### config.mk
export PLATFORM = sky130hd
export DESIGN_NAME = pid_mc
export DESIGN_NICKNAME = d
export VERILOG_FILES = /design/src/rtl/pid_mc.sv
export SDC_FILE = /design/constraint.sdc
export NUM_CORES = 2
export LEC_CHECK = 0
export BUFFER_PORTS_ARGS = -buffer_cell sky130_fd_sc_hd__buf_2
export CAP_MARGIN = 20
export CORE_UTILIZATION = 60
export CTS_BUF_LIST = sky130_fd_sc_hd__clkbuf_4
export CTS_CLUSTER_DIAMETER = 50
export DETAILED_ROUTE_END_ITERATION = 6
export HOLD_SLACK_MARGIN = 0.05
export PLACE_DENSITY = 0.9
export SLEW_MARGIN = 10
export SYNTH_ARGS = -nofsm -noshare
export SYNTH_HDL_FRONTEND = slang
export SYNTH_SLANG_ARGS = --single-unit
### constraint.sdc
create_clock -name clk -period 17.35 [get_ports clk]
set_input_delay 4.3375 -clock clk [delete_from_list [all_inputs] [get_ports clk]]
set_output_delay 4.3375 -clock clk [all_outputs]
set_load 0.005 [all_outputs]
### src/rtl/pid_mc.sv
// rtl/pid_mc.sv - time-multiplexed multi-channel PID controller sharing one multiplier
//
// Optional feature macro: PID_DEADBAND_EN (per-channel error deadband on field 4)
//
// Ports:
//   clk            clock
//   rstb           synchronous active-low reset
//   write_enable   active-low register write strobe
//   iterate_enable high = run channel sweeps continuously
//   reg_addr       [2:0] field, [3 +: CH_W] channel, upper bits ignored
//   reg_data       register write data
//   target         per-channel setpoints, ch c at [c*D_WIDTH +: D_WIDTH]
//   measurement    per-channel process variables, same packing
//   out            controller output of channel out_ch
//   out_ch         channel index of out
//   out_valid      one-cycle pulse when out/out_ch are new
//   busy           high while a sweep is in progress
//
// Each channel takes six cycles: ERR (sample, then compute error), MUL_P,
// MUL_I, MUL_D, SUM.

module pid_mc #(
    parameter int  D_WIDTH = 16,
    parameter int  Q_BITS  = 13,
    parameter int  N_CH    = 4,
    localparam int CH_W    = (N_CH > 1) ? $clog2(N_CH) : 1
) (
    input  logic                    clk,
    input  logic                    rstb,
    input  logic                    write_enable,
    input  logic                    iterate_enable,
    input  logic [D_WIDTH-1:0]      reg_addr,
    input  logic [D_WIDTH-1:0]      reg_data,
    input  logic [N_CH*D_WIDTH-1:0] target,
    input  logic [N_CH*D_WIDTH-1:0] measurement,
    output logic [D_WIDTH-1:0]      out,
    output logic [CH_W-1:0]         out_ch,
    output logic                    out_valid,
    output logic                    busy
);

    typedef enum logic [2:0] {
        S_IDLE, S_ERR, S_MUL_P, S_MUL_I, S_MUL_D, S_SUM
    } state_t;

    localparam int PW = 2*D_WIDTH + 1;
    localparam int SW = 2*D_WIDTH + 2;
    localparam logic [CH_W-1:0] LAST_CH = CH_W'(N_CH - 1);
    localparam logic signed [SW-1:0] Y_MAX = $signed({{(D_WIDTH+3){1'b0}}, {(D_WIDTH-1){1'b1}}});
    localparam logic signed [SW-1:0] Y_MIN = ~Y_MAX;

    // Per-channel register file and loop state
    logic signed [D_WIDTH-1:0] kp      [N_CH];
    logic signed [D_WIDTH-1:0] ki      [N_CH];
    logic signed [D_WIDTH-1:0] kd      [N_CH];
    logic        [D_WIDTH-2:0] int_lim [N_CH];
    logic signed [D_WIDTH-1:0] integ   [N_CH];
    logic signed [D_WIDTH-1:0] e_prev  [N_CH];
`ifdef PID_DEADBAND_EN
    logic        [D_WIDTH-1:0] deadband [N_CH];
`endif

    logic [CH_W-1:0] wr_ch;
    logic            wr_ok;
    logic            unused_addr;

    assign wr_ch       = reg_addr[3 +: CH_W];
    assign wr_ok       = !write_enable && (int'(wr_ch) < N_CH);
    assign unused_addr = ^reg_addr[D_WIDTH-1:3+CH_W];

    always_ff @(posedge clk) begin
        if (!rstb) begin
            for (int c = 0; c < N_CH; c++) begin
                kp[c]      <= '0;
                ki[c]      <= '0;
                kd[c]      <= '0;
                int_lim[c] <= '1;
`ifdef PID_DEADBAND_EN
                deadband[c] <= '0;
`endif
            end
        end else if (wr_ok) begin
            case (reg_addr[2:0])
                3'd0: kp[wr_ch]      <= reg_data;
                3'd1: ki[wr_ch]      <= reg_data;
                3'd2: kd[wr_ch]      <= reg_data;
                3'd3: int_lim[wr_ch] <= reg_data[D_WIDTH-2:0];
`ifdef PID_DEADBAND_EN
                3'd4: deadband[wr_ch] <= reg_data;
`endif
                default: ;
            endcase
        end
    end

    // Sequencer
    state_t          state, state_nxt;
    logic [CH_W-1:0] ch, ch_nxt;
    logic            err_phase, err_phase_nxt;

    always_ff @(posedge clk) begin
        if (!rstb) begin
            state     <= S_IDLE;
            ch        <= '0;
            err_phase <= 1'b0;
        end else begin
            state     <= state_nxt;
            ch        <= ch_nxt;
            err_phase <= err_phase_nxt;
        end
    end

    always_comb begin
        state_nxt     = state;
        ch_nxt        = ch;
        err_phase_nxt = 1'b0;
        case (state)
            S_IDLE: begin
                if (iterate_enable) begin
                    state_nxt = S_ERR;
                    ch_nxt    = '0;
                end
            end
            // ERR spends one cycle sampling inputs and one computing the error
            S_ERR: begin
                if (!err_phase) err_phase_nxt = 1'b1;
                else            state_nxt     = S_MUL_P;
            end
            S_MUL_P: state_nxt = S_MUL_I;
            S_MUL_I: state_nxt = S_MUL_D;
            S_MUL_D: state_nxt = S_SUM;
            S_SUM: begin
                if (ch != LAST_CH) begin
                    state_nxt = S_ERR;
                    ch_nxt    = ch + CH_W'(1);
                end else if (iterate_enable) begin
                    state_nxt = S_ERR;
                    ch_nxt    = '0;
                end else begin
                    state_nxt = S_IDLE;
                end
            end
            default: state_nxt = S_IDLE;
        endcase
    end

    assign busy = (state != S_IDLE);

    // Datapath
    logic signed [D_WIDTH-1:0] t_smp, m_smp, e_reg;
    logic signed [D_WIDTH:0]   e_diff;
    logic signed [D_WIDTH-1:0] e_sat, e_new;
    logic signed [PW-1:0]      p_reg, d_reg;
`ifdef PID_DEADBAND_EN
    logic [D_WIDTH:0] e_ext, e_abs;
`endif

    always_comb begin
        e_diff = {t_smp[D_WIDTH-1], t_smp} - {m_smp[D_WIDTH-1], m_smp};
        if (e_diff[D_WIDTH] != e_diff[D_WIDTH-1])
            e_sat = e_diff[D_WIDTH] ? {1'b1, {(D_WIDTH-1){1'b0}}} : {1'b0, {(D_WIDTH-1){1'b1}}};
        else
            e_sat = e_diff[D_WIDTH-1:0];
        e_new = e_sat;
`ifdef PID_DEADBAND_EN
        e_ext = {e_sat[D_WIDTH-1], e_sat};
        e_abs = e_sat[D_WIDTH-1] ? (~e_ext + 1'b1) : e_ext;
        if (e_abs <= {1'b0, deadband[ch]}) e_new = '0;
`endif
    end

    // Single shared multiplier; each gain is read only in its own state
    logic signed [D_WIDTH-1:0] mul_gain;
    logic signed [D_WIDTH:0]   mul_opnd;
    logic signed [PW-1:0]      prod, prod_q;

    always_comb begin
        mul_gain = '0;
        mul_opnd = '0;
        case (state)
            S_MUL_P: begin mul_gain = kp[ch]; mul_opnd = {e_reg[D_WIDTH-1], e_reg}; end
            S_MUL_I: begin mul_gain = ki[ch]; mul_opnd = {e_reg[D_WIDTH-1], e_reg}; end
            S_MUL_D: begin
                mul_gain = kd[ch];
                mul_opnd = {e_reg[D_WIDTH-1], e_reg} - {e_prev[ch][D_WIDTH-1], e_prev[ch]};
            end
            default: ;
        endcase
    end

    assign prod   = mul_gain * mul_opnd;
    assign prod_q = prod >>> Q_BITS;

    logic signed [SW-1:0]      i_sum, lim_pos, lim_neg, y_sum;
    logic signed [D_WIDTH-1:0] i_clamp, y_sat;

    always_comb begin
        lim_pos = $signed({{(D_WIDTH+3){1'b0}}, int_lim[ch]});
        lim_neg = -lim_pos;
        i_sum   = $signed({{(D_WIDTH+2){integ[ch][D_WIDTH-1]}}, integ[ch]})
                + $signed({prod_q[PW-1], prod_q});
        if (i_sum > lim_pos)      i_clamp = lim_pos[D_WIDTH-1:0];
        else if (i_sum < lim_neg) i_clamp = lim_neg[D_WIDTH-1:0];
        else                      i_clamp = i_sum[D_WIDTH-1:0];

        y_sum = $signed({p_reg[PW-1], p_reg})
              + $signed({{(D_WIDTH+2){integ[ch][D_WIDTH-1]}}, integ[ch]})
              + $signed({d_reg[PW-1], d_reg});
        if (y_sum > Y_MAX)      y_sat = Y_MAX[D_WIDTH-1:0];
        else if (y_sum < Y_MIN) y_sat = Y_MIN[D_WIDTH-1:0];
        else                    y_sat = y_sum[D_WIDTH-1:0];
    end

    always_ff @(posedge clk) begin
        if (!rstb) begin
            for (int c = 0; c < N_CH; c++) begin
                integ[c]  <= '0;
                e_prev[c] <= '0;
            end
            t_smp     <= '0;
            m_smp     <= '0;
            e_reg     <= '0;
            p_reg     <= '0;
            d_reg     <= '0;
            out       <= '0;
            out_ch    <= '0;
            out_valid <= 1'b0;
        end else begin
            out_valid <= 1'b0;
            case (state)
                S_ERR: begin
                    if (!err_phase) begin
                        t_smp <= target[int'(ch)*D_WIDTH +: D_WIDTH];
                        m_smp <= measurement[int'(ch)*D_WIDTH +: D_WIDTH];
                    end else begin
                        e_reg <= e_new;
                    end
                end
                S_MUL_P: p_reg     <= prod_q;
                S_MUL_I: integ[ch] <= i_clamp;
                S_MUL_D: begin
                    d_reg      <= prod_q;
                    e_prev[ch] <= e_reg;
                end
                S_SUM: begin
                    out       <= y_sat;
                    out_ch    <= ch;
                    out_valid <= 1'b1;
                end
                default: ;
            endcase
        end
    end

endmodule

==> results.py <==
metrics = {
    "sta": {
        "setup_ws_ns": 1.43,
        "rsz0062_at_grt": "no",
        "finalHoldViolCount": 0,
        "max_clock_freq_ghz": 0.0628,
        "finalCritPeriodShare_pct": 91.7,
        "slew_headroom_pct": 27.1,
        "setup_viol": 0,
        "drv_slew": 0,
        "setup-tns-final_ns": 0,
        "finalWorstPathRequiredPeriod_ns": 15.92,
        "finClkSkew_ns": 0.0839,
        "worst_pin_slew_ns": 1.09,
    },
    "cells_and_area": {
        "postLayoutCellArea_um2": 41000,
        "final_core_utilization_pct": 66.3,
        "fin_nets": 4340,
        "area_growth_pct": 8.99,
        "drive_gt1_share_pct": 17.7,
        "finalNonFillerCells": 4623,
    },
    "cts": {
        "insertion_delay_ns": 0.94,
        "numCtsBuffers": 120,
        "cts_resized": 0,
        "cts_hold_buffers": 0,
        "numClockSinks": 495,
        "clk_path_buf_depth": 3,
        "root_buffer": "clkbuf_4",
        "htreeDepth": 3,
        "cts_setup_buffers": 0,
        "path_clk_slew_ns": 0.07,
        "cts_tree": "built",
    },
    "worst_setup_path": {
        "path_class": "reg -> reg",
        "crit_top_cell": "fa_1",
        "end_kind": "register",
        "slowest_stage": "dfxtp_4",
        "crit_arrival_ns": 16.56,
        "cp_max_fo": 43,
        "critPathBufInv": 6,
        "start_kind": "register",
        "cp.required_ns": 17.99,
        "cp_slowest_stage_delay_ns": 0.81,
        "crit_family": "compound AO/OA/AOI/OAI gates",
    },
    "logic_synthesis": {
        "synth_nets": 4156,
        "ys_ff_latch": 495,
        "synth_cell_type_count": 94,
        "syn_inst": 3499,
        "yosysWarnings": 0,
        "ys_async_sr_fraction_pct": 0,
        "ys_seq_area_share_pct": 36.4,
        "syn_area_um2": 37600,
        "synth_ff_type": "edfxtp_1",
        "synth-edff-count": 380,
        "syn_area_per_cell_um2": 10.8,
    },
    "place": {
        "placed_cells": 4395,
        "hpwl_um": 67800,
        "gp_congestion": 0.975,
        "numPortBuffers": 172,
        "dp_slack_ns": 1.83,
        "dpl_cell_area_um2": 39400,
    },
    "floorplan": {
        "start_util_pct": 60.9,
        "die_y_um": 252,
        "die_w_um": 252,
        "num_rows": 91,
        "ioPinCount": 184,
        "coreArea_um2": 61800,
        "dieArea_um2": 63700,
    },
    "global_routing": {
        "grt_start_max_net_pins": 90,
        "grtUsageTotal_pct": 30.7,
        "antenna_found_initial": 3,
        "grt_pass1_vias": 29600,
        "grt_overflow": 0,
        "grt_pass1_wl_um": 153000,
    },
    "detailed_routing": {
        "ant_nets": 0,
        "drt-pass1-iter-count": 7,
        "wl_per_cell_um": 20.5,
        "vias_per_cell": 6.06,
        "route.detailed.drc": 0,
        "vias": 28000,
        "routed_wl_um": 94700,
        "drt_iter0_markers": 2986,
    },
    "flow_run": {
        "drv_cap": 0,
    },
    "power_and_ir_drop": {
        "irDropWorstVdd_mv": 0.0777,
        "internal_power_uw": 1960,
        "p_leak_uw": 0.0178,
        "switching_share_pct": 27.1,
        "clkPwrFrac_pct": 37.1,
        "cellPowerDensity_nw_per_um2": 65.7,
        "switchingPower_uw": 729,
        "power_frac_comb_pct": 13.0,
        "p_seq_share_pct": 49.9,
    },
    "hold_path": {
        "hp-class": "reg -> reg",
        "min_from": "out[2]$_SDFFE_PN0P_",
    },
    "run_status": {
        "outcome": "completed",
    },
}
-- kinds of logic after synthesis --
family	after synthesis	share of synthesized area [%]
adders and majority gates	494	22.4
and+or+nand+nor	1153	15.3
DFF	495	36.4
xor gates and xnor gates	90	2.14
muxes	151	8.21
buffers and inverters	594	6.09
AOI/OAI and AO/OA	522	9.37
-- placed cells by master (no fill, tap or decap), types with 18 or more instances in the layout --
master	Yosys	final
dfxtp_1	115	110
ha_1	193	193
nand2_1	301	301
or3_1	40	40
buf_4	5	70
edfxtp_1	380	380
and2_1	204	204
nand2b_1	41	41
buf_2	2	171
xor2_1	19	19
inv_1	410	410
a21boi_0	71	71
mux4_2	119	119
clkinv_1	0	23
a21oi_1	112	112
and3_1	106	106
o21a_1	23	23
xnor2_1	70	70
mux2i_1	23	23
o21bai_1	18	18
nor3_1	32	30
fa_1	300	300
clkbuf_4	0	182
nor2_1	281	280
o21ai_1	6	21
nand3_1	25	25
nor2b_1	26	25
a21o_1	41	41
or2_2	52	52
o21ai_0	136	119
-- power groups by stage --
stage	logic, uW	registers [uW]	clock network, uW
floorplan	234	1360	0
global placement	321	1360	0
detailed placement	336	1370	0
CTS	340	1340	1010
global route	380	1350	1070
finish	349	1340	999
-- cell type report --
class,instances,area [um2]
Multi-Input combinational cell,2410,21700
Inverter,412,1550
Antenna cell,4,10.0
Fill cell,4250,20800
Timing Repair Buffer,244,1430
Sequential cell,495,13700
Clock inverter,39,233
Clock buffer,182,1370
Tap cell,837,1050
-- path summary, 6_finish.rpt --
| check | to | slack (ns) | depth (start not counted) |
|---|---|---|---|
| hold / removal | out[2]$_SDFFE_PN0P_ | 0.47 | 2 |
| setup reg to reg | integ[0][6]$_SDFFCE_PN0P_ | 1.43 | 56 |
| setup / recovery | integ[0][6]$_SDFFCE_PN0P_ | 1.43 | 56 |
| hold reg to reg | out[2]$_SDFFE_PN0P_ | 0.47 | 2 |
-- worst min-delay path, stage by stage (launching register included) --
cell,delay (ns)
dfxtp_1,0.32
nand3_1,0.06
o21ai_0,0.06
-- cell usage after synthesis, types with 52 or more instances --
| master | instances | area [um2] |
|---|---|---|
| and3_1 | 106 | 663 |
| nor2_1 | 281 | 1050 |
| a21boi_0 | 71 | 533 |
| dfxtp_1 | 115 | 2300 |
| xnor2_1 | 70 | 613 |
| ha_1 | 193 | 2410 |
| mux4_2 | 119 | 2680 |
| inv_1 | 410 | 1540 |
| edfxtp_1 | 380 | 11400 |
| and2_1 | 204 | 1280 |
| a21oi_1 | 112 | 561 |
| o21ai_0 | 136 | 681 |
| nand2_1 | 301 | 1130 |
| fa_1 | 300 | 6010 |
| or2_2 | 52 | 325 |
| clkbuf_1 | 156 | 586 |
-- per-layer routing --
layer  wire, um  track usage (%)
met5         14                0
met4       4010             14.8
met3      10000             6.65
met2      46600             51.1
met1      34100             38.2
-- stage by stage --
stage	power, uW	hold WS (ns)
after floorplan	1600	0.443
after global placement	1690	0.454
after global routing	2800	0.484
after CTS	2690	0.473
after detailed placement	1710	0.458
final	2690	0.465
No activity file was read; power rests on OpenSTA's default activity.
